### config.mk
export PLATFORM = sky130hd
export DESIGN_NAME = vga_layer_mixer
export DESIGN_NICKNAME = d
export VERILOG_FILES = /design/src/rtl/vga_layer_mixer_pkg.sv /design/src/rtl/vga_layer_mixer_pipe_delay.sv /design/src/rtl/vga_layer_mixer.sv
export SDC_FILE = /design/constraint.sdc
export NUM_CORES = 1
export LEC_CHECK = 0
export CELL_PAD_IN_SITES_DETAIL_PLACEMENT = 0
export CELL_PAD_IN_SITES_GLOBAL_PLACEMENT = 1
export CORE_MARGIN = 5
export CORE_UTILIZATION = 36
export DETAILED_ROUTE_END_ITERATION = 10
export GPL_TIMING_DRIVEN = 0
export PLACE_DENSITY = 0.95
export SYNTH_ARGS = -nofsm -noshare
export SYNTH_HDL_FRONTEND = slang
export SYNTH_HIERARCHICAL = 1
export SYNTH_SLANG_ARGS = --single-unit
### constraint.sdc
create_clock -name clk -period 4.57 [get_ports clk]
set_input_delay 0.457 -clock clk [delete_from_list [all_inputs] [get_ports clk]]
set_output_delay 0.457 -clock clk [all_outputs]
set_load 0.005 [all_outputs]
### src/rtl/vga_layer_mixer_pkg.sv
// Shared definitions for the VGA layer mixer: field widths, the black
// constant and the flash FSM state encodings.
package vga_layer_mixer_pkg;

  localparam int RGB_W    = 12;
  localparam int CNT_W    = 12;
  localparam int OVL_W    = 16;
  // hcount, vcount, hsync, vsync, hblnk, vblnk
  localparam int TIMING_W = 2 * CNT_W + 4;

  localparam logic [RGB_W-1:0] RGB_BLACK = 12'h000;

  typedef enum logic [1:0] {
    FL_IDLE  = 2'd0,
    FL_ARM   = 2'd1,
    FL_FLASH = 2'd2
  } flash_state_t;

endpackage

### src/rtl/vga_layer_mixer_pipe_delay.sv
// pipe_delay: fixed-depth register chain with synchronous clear.
// DEPTH of 0 degenerates to a wire so the mixer can run with a single stage.
module pipe_delay #(
  parameter int WIDTH = 8,
  parameter int DEPTH = 1
) (
  input  logic             clk,
  input  logic             rst,
  input  logic [WIDTH-1:0] din,
  output logic [WIDTH-1:0] dout
);

  generate
    if (DEPTH == 0) begin : g_wire
      assign dout = din;
    end else begin : g_dly
      logic [WIDTH-1:0] stage_q [DEPTH];

      // Shift register; every stage clears together on reset.
      always_ff @(posedge clk) begin
        if (rst) begin
          for (int i = 0; i < DEPTH; i++) stage_q[i] <= '0;
        end else begin
          stage_q[0] <= din;
          for (int i = 1; i < DEPTH; i++) stage_q[i] <= stage_q[i-1];
        end
      end

      assign dout = stage_q[DEPTH-1];
    end
  endgenerate

endmodule

### src/rtl/vga_layer_mixer.sv
// vga_layer_mixer: fixed-priority layer compositor with frame-synchronous
// enable mask, per-frame collision counting and an optional damage flash.
// The flash FSM is built only when VGA_LAYER_MIXER_FLASH_EN is defined.
module vga_layer_mixer
  import vga_layer_mixer_pkg::*;
#(
  parameter int               NUM_LAYERS   = 4,
  parameter int               PIPE_STAGES  = 2,
  parameter logic [RGB_W-1:0] BG_RGB       = 12'h000,
  parameter int               COLLIDE_A    = 0,
  parameter int               COLLIDE_B    = 1,
  parameter int               FLASH_FRAMES = 8,
  parameter logic [RGB_W-1:0] FLASH_RGB    = 12'hF00
) (
  input  logic                        clk,
  input  logic                        rst,
  input  logic [CNT_W-1:0]            hcount_in,
  input  logic [CNT_W-1:0]            vcount_in,
  input  logic                        hsync_in,
  input  logic                        vsync_in,
  input  logic                        hblnk_in,
  input  logic                        vblnk_in,
  input  logic [RGB_W*NUM_LAYERS-1:0] layer_rgb_in,
  input  logic [NUM_LAYERS-1:0]       layer_valid_in,
  input  logic [NUM_LAYERS-1:0]       layer_en_in,
  input  logic                        hit_in,
  output logic [CNT_W-1:0]            hcount_out,
  output logic [CNT_W-1:0]            vcount_out,
  output logic                        hsync_out,
  output logic                        vsync_out,
  output logic                        hblnk_out,
  output logic                        vblnk_out,
  output logic [RGB_W-1:0]            rgb_out,
  output logic [NUM_LAYERS-1:0]       layer_en_active,
  output logic                        collision_out,
  output logic [OVL_W-1:0]            overlap_count_out,
  output logic                        flash_active
);

  function automatic logic [OVL_W-1:0] sat_inc(input logic [OVL_W-1:0] v);
    return (v == {OVL_W{1'b1}}) ? v : v + 16'd1;
  endfunction

  logic                  vsync_q;
  logic                  fe;
  logic                  active_vid;
  logic                  ovl_pix;
  logic                  flash_pix;
  logic [OVL_W-1:0]      ovl_cnt;
  logic [NUM_LAYERS-1:0] layer_qual;
  logic [RGB_W-1:0]      pix_rgb;

  assign fe         = vsync_in & ~vsync_q;
  assign active_vid = ~(hblnk_in | vblnk_in);
  assign layer_qual = layer_valid_in & layer_en_active;
  assign ovl_pix    = active_vid & layer_qual[COLLIDE_A] & layer_qual[COLLIDE_B];

  // Frame-edge bookkeeping: mask latch, collision count and report.
  always_ff @(posedge clk) begin
    if (rst) begin
      vsync_q           <= 1'b1;
      layer_en_active   <= '1;
      ovl_cnt           <= '0;
      overlap_count_out <= '0;
      collision_out     <= 1'b0;
    end else begin
      vsync_q       <= vsync_in;
      collision_out <= 1'b0;
      if (fe) begin
        layer_en_active   <= layer_en_in;
        overlap_count_out <= ovl_cnt;
        collision_out     <= (ovl_cnt != '0);
        ovl_cnt           <= '0;
      end else if (ovl_pix) begin
        ovl_cnt <= sat_inc(ovl_cnt);
      end
    end
  end

`ifdef VGA_LAYER_MIXER_FLASH_EN
  flash_state_t fl_state, fl_state_nx;
  logic [7:0]   frame_cnt, frame_cnt_nx;

  // Flash FSM state register.
  always_ff @(posedge clk) begin
    if (rst) begin
      fl_state  <= FL_IDLE;
      frame_cnt <= '0;
    end else begin
      fl_state  <= fl_state_nx;
      frame_cnt <= frame_cnt_nx;
    end
  end

  // Flash FSM next state; a hit during FLASH re-arms and restarts the count.
  always_comb begin
    fl_state_nx  = fl_state;
    frame_cnt_nx = frame_cnt;
    case (fl_state)
      FL_IDLE: begin
        if (hit_in) fl_state_nx = FL_ARM;
      end
      FL_ARM: begin
        if (fe) begin
          fl_state_nx  = FL_FLASH;
          frame_cnt_nx = 8'(FLASH_FRAMES);
        end
      end
      FL_FLASH: begin
        if (hit_in) begin
          fl_state_nx = FL_ARM;
        end else if (fe) begin
          frame_cnt_nx = frame_cnt - 8'd1;
          if (frame_cnt_nx == 8'd0) fl_state_nx = FL_IDLE;
        end
      end
      default: fl_state_nx = FL_IDLE;
    endcase
  end

  assign flash_active = (fl_state == FL_FLASH);
  assign flash_pix    = flash_active & frame_cnt[0];
`else
  logic unused_hit;
  assign unused_hit   = hit_in;
  assign flash_active = 1'b0;
  assign flash_pix    = 1'b0;
`endif

  // Priority select: scan high to low so the lowest qualifying index wins.
  always_comb begin
    pix_rgb = BG_RGB;
    for (int i = NUM_LAYERS - 1; i >= 0; i--) begin
      if (layer_qual[i]) pix_rgb = layer_rgb_in[RGB_W*i +: RGB_W];
    end
    if (flash_pix) pix_rgb = FLASH_RGB;
    if (!active_vid) pix_rgb = RGB_BLACK;
  end

  // ---- stage 1: registered selection and timing ----
  logic [TIMING_W-1:0] timing_p1;
  logic [RGB_W-1:0]    rgb_p1;

  // Stage 1 register.
  always_ff @(posedge clk) begin
    if (rst) begin
      timing_p1 <= '0;
      rgb_p1    <= '0;
    end else begin
      timing_p1 <= {hcount_in, vcount_in, hsync_in, vsync_in, hblnk_in, vblnk_in};
      rgb_p1    <= pix_rgb;
    end
  end

  // ---- stages 2..PIPE_STAGES: pure delay ----
  logic [TIMING_W+RGB_W-1:0] dly_out;

  pipe_delay #(
    .WIDTH(TIMING_W + RGB_W),
    .DEPTH(PIPE_STAGES - 1)
  ) u_pipe_delay (
    .clk (clk),
    .rst (rst),
    .din ({timing_p1, rgb_p1}),
    .dout(dly_out)
  );

  assign {hcount_out, vcount_out, hsync_out, vsync_out,
          hblnk_out, vblnk_out, rgb_out} = dly_out;

endmodule

==> run metrics <==
status finished, final reports clean; vias in the first global route 3661; Post-Syn Area 0.00421 mm2; Initial Utilization 36.7%; die footprint 0.0140 mm2; Final ANT Viol Nets 0; WP data arrival 2340 ps; static leakage 0.00241 uW; r2r worst-path depth 5; post-CTS setup buffer count 0; Syn. warnings 6; Num CTS Buffers 17; TritonCTS clock tree done; core area 0.0115 mm2; Syn Inst Count 396; DR iter-0 viols 274; Design Power between 2000 and 3000 uW; ys flop type dfxtp_1; Synth Register Bits 118; H-tree Lvls 4; largest net degree at the start of global routing 17; clk sinks approximately 120; Final Max Slew Viols 0; ys async rst share 0%; gr ovfl total 0; Pre-antenna DRT Iters 4; Layout Utilization 56.6%; worst ir drop on vdd 0.407 mV; period utilization 45.2%; Hold Crit Start rgb_p1[3]; CP required roughly 4800 ps; Core Rows 39; Die Height 118 um; clock root cell clkbuf_16; R2R Setup Slk 2620 ps; Hold-fix buffers, CTS 0; Setup-failing EPs final 0; num ports 149; Max-Cap Viols 0; hold crit path type reg -> reg; Worst-Margin Slew around 730 ps; RSZ-0062 raised after global routing no; ANT cells 0; Yosys cell types 48; Post-Syn Nets 485; FF-to-FF End ovl_cnt[13]; P&R area growth vs syn 54.1%; Startpoint Class input pin; sequential area share after synthesis 56.1%; Pwr Density between 400 and 500 mW/mm2; Avg Cell Area, Syn 10.6 um2; IO buf count 146; clk buf depth 2; Hold Path Depth 1; Wirelength per Cell 16.4 um; initial antenna violation count 0; Final Hold Fails 0; Final GP Congestion 0.813; Setup TNS 0 ps; clock slew at reported path FFs 60 ps; via count 3546; commonest non-fill, non-tap cell in the layout clkdlybuf4s50_1; critical path class in -> reg; pre-CTS setup slack roughly 2100 ps; post-route DRC violation count 0; CP Capture Type flip-flop; WL final about 12000 um; Resize count post-CTS 0; Final HPWL DP a little under 9000 um; share of cells above drive strength 1 14.8%; post-layout min period slightly above 2000 ps; reg-to-reg startpoint ovl_cnt[0]; crit path max fanout 13; clock skew 9.24 ps; EDFF count, synth 0; DR vias/cell 4.95; Worst slew margin 50.1%; global-route wire length before repair 18900 um; Hold Path Sink u_pipe_delay/g_dly.stage_q[0][3]; NumNets Final 650; most frequent cells in the layout clkdlybuf4s50_1 (146), dfxtp_1 (118), nor2b_1 (41); Highest Clock Rate 0.484 GHz; gr usage total 16.8%; clk_lat worst skew 410 ps; Final WS setup 2500 ps; Die W 118 um; fill cell count 934
## registers in the layout, indices dropped and copies added (netlist names)
signal,count
collision_out,1
layer_en_active,4
overlap_count_out,16
ovl_cnt,16
rgb_p1,12
timing_p1,28
u_pipe_delay/g_dly.stage_q,40
vsync_q,1
## synth_stat cells (all sizes together), types with 3 or more instances
library cell	n	area share, %
o21ai	7	0.83
clkbuf	22	2.3
o31ai	6	1.1
o22a	4	0.83
buf	5	0.71
or4	9	1.7
nor4	5	1.5
nor2	15	1.3
nor2b	71	12
dfxtp	118	56
a22o	24	5.0
nand2	13	1.2
o41ai	3	0.62
a31oi	14	2.1
nand4	18	3.0
a21oi	11	1.3
inv	5	0.45
nand3	18	2.1
## worst max-delay path: stages
cell	delay, ps
clkdlybuf4s50_1	750
or2_2	190
clkbuf_1	390
clkbuf_1	440
a21oi_1	100
## cells by family (layout without fill, tap and decap cells)
logic type               count (synthesis)  in the layout  synth area share [%]
adder cells (fa/ha/maj)                  2              2                 0.594
other                                    1              1                0.0890
AO/OA/AOI/OAI                           79             79                  13.8
flip-flops                             118            118                  56.1
buffers and inverters                   32            210                  3.51
AND/OR/NAND/NOR                        164            164                  26.0
## worst max path at each step
| stage | from | endpoint | slack [ps] | cells after the start |
|---|---|---|---|---|
| detailed placement | rst | ovl_cnt[5] | 2080 | 5 |
| floorplan | hblnk_in | ovl_cnt[2] | 2930 | 4 |
| finish | rst | ovl_cnt[15] | 2500 | 5 |
| CTS | rst | ovl_cnt[15] | 2490 | 5 |
| global route | rst | ovl_cnt[15] | 2340 | 5 |
| global placement | rst | ovl_cnt[5] | 2120 | 5 |
## power breakdown
part / total, uW / switching (uW) / internal [uW]
registers: 1070 / 8.84 / 1060
logic: 200 / 76.8 / 123
clock network: 1410 / 479 / 933
## layer usage
metal / global-route usage, % / routed length, um / vias up
met4: 6.81 / 232 / 0
met5: 0 / 0 / -
met3: 6.26 / 943 / 18
li1: - / - / 1750
met2: 27.8 / 5800 / 136
met1: 19.7 / 4800 / 1642
## area by class of cell
type	instances	area, um2	area share, %
Tap cell	143	179	2.76
Sequential cell	118	2360	36.4
Multi-Input combinational cell	246	1700	26.2
Timing Repair Buffer	146	1460	22.5
Inverter	5	18.8	0.289
Clock buffer	18	439	6.77
Buffer	27	129	1.99
Clock inverter	14	199	3.07
## per-stage QoR
stage          std cells  instance area (um2)  hold WS (ps)
6_report             717                 6490           436
2_1_floorplan        396                 4210           414
5_1_grt              717                 6490           453
3_5_place_dp         685                 5850           421
4_1_cts              717                 6490           440
3_3_place_gp         685                 5850           418
Power figures use the tool's default switching activity.
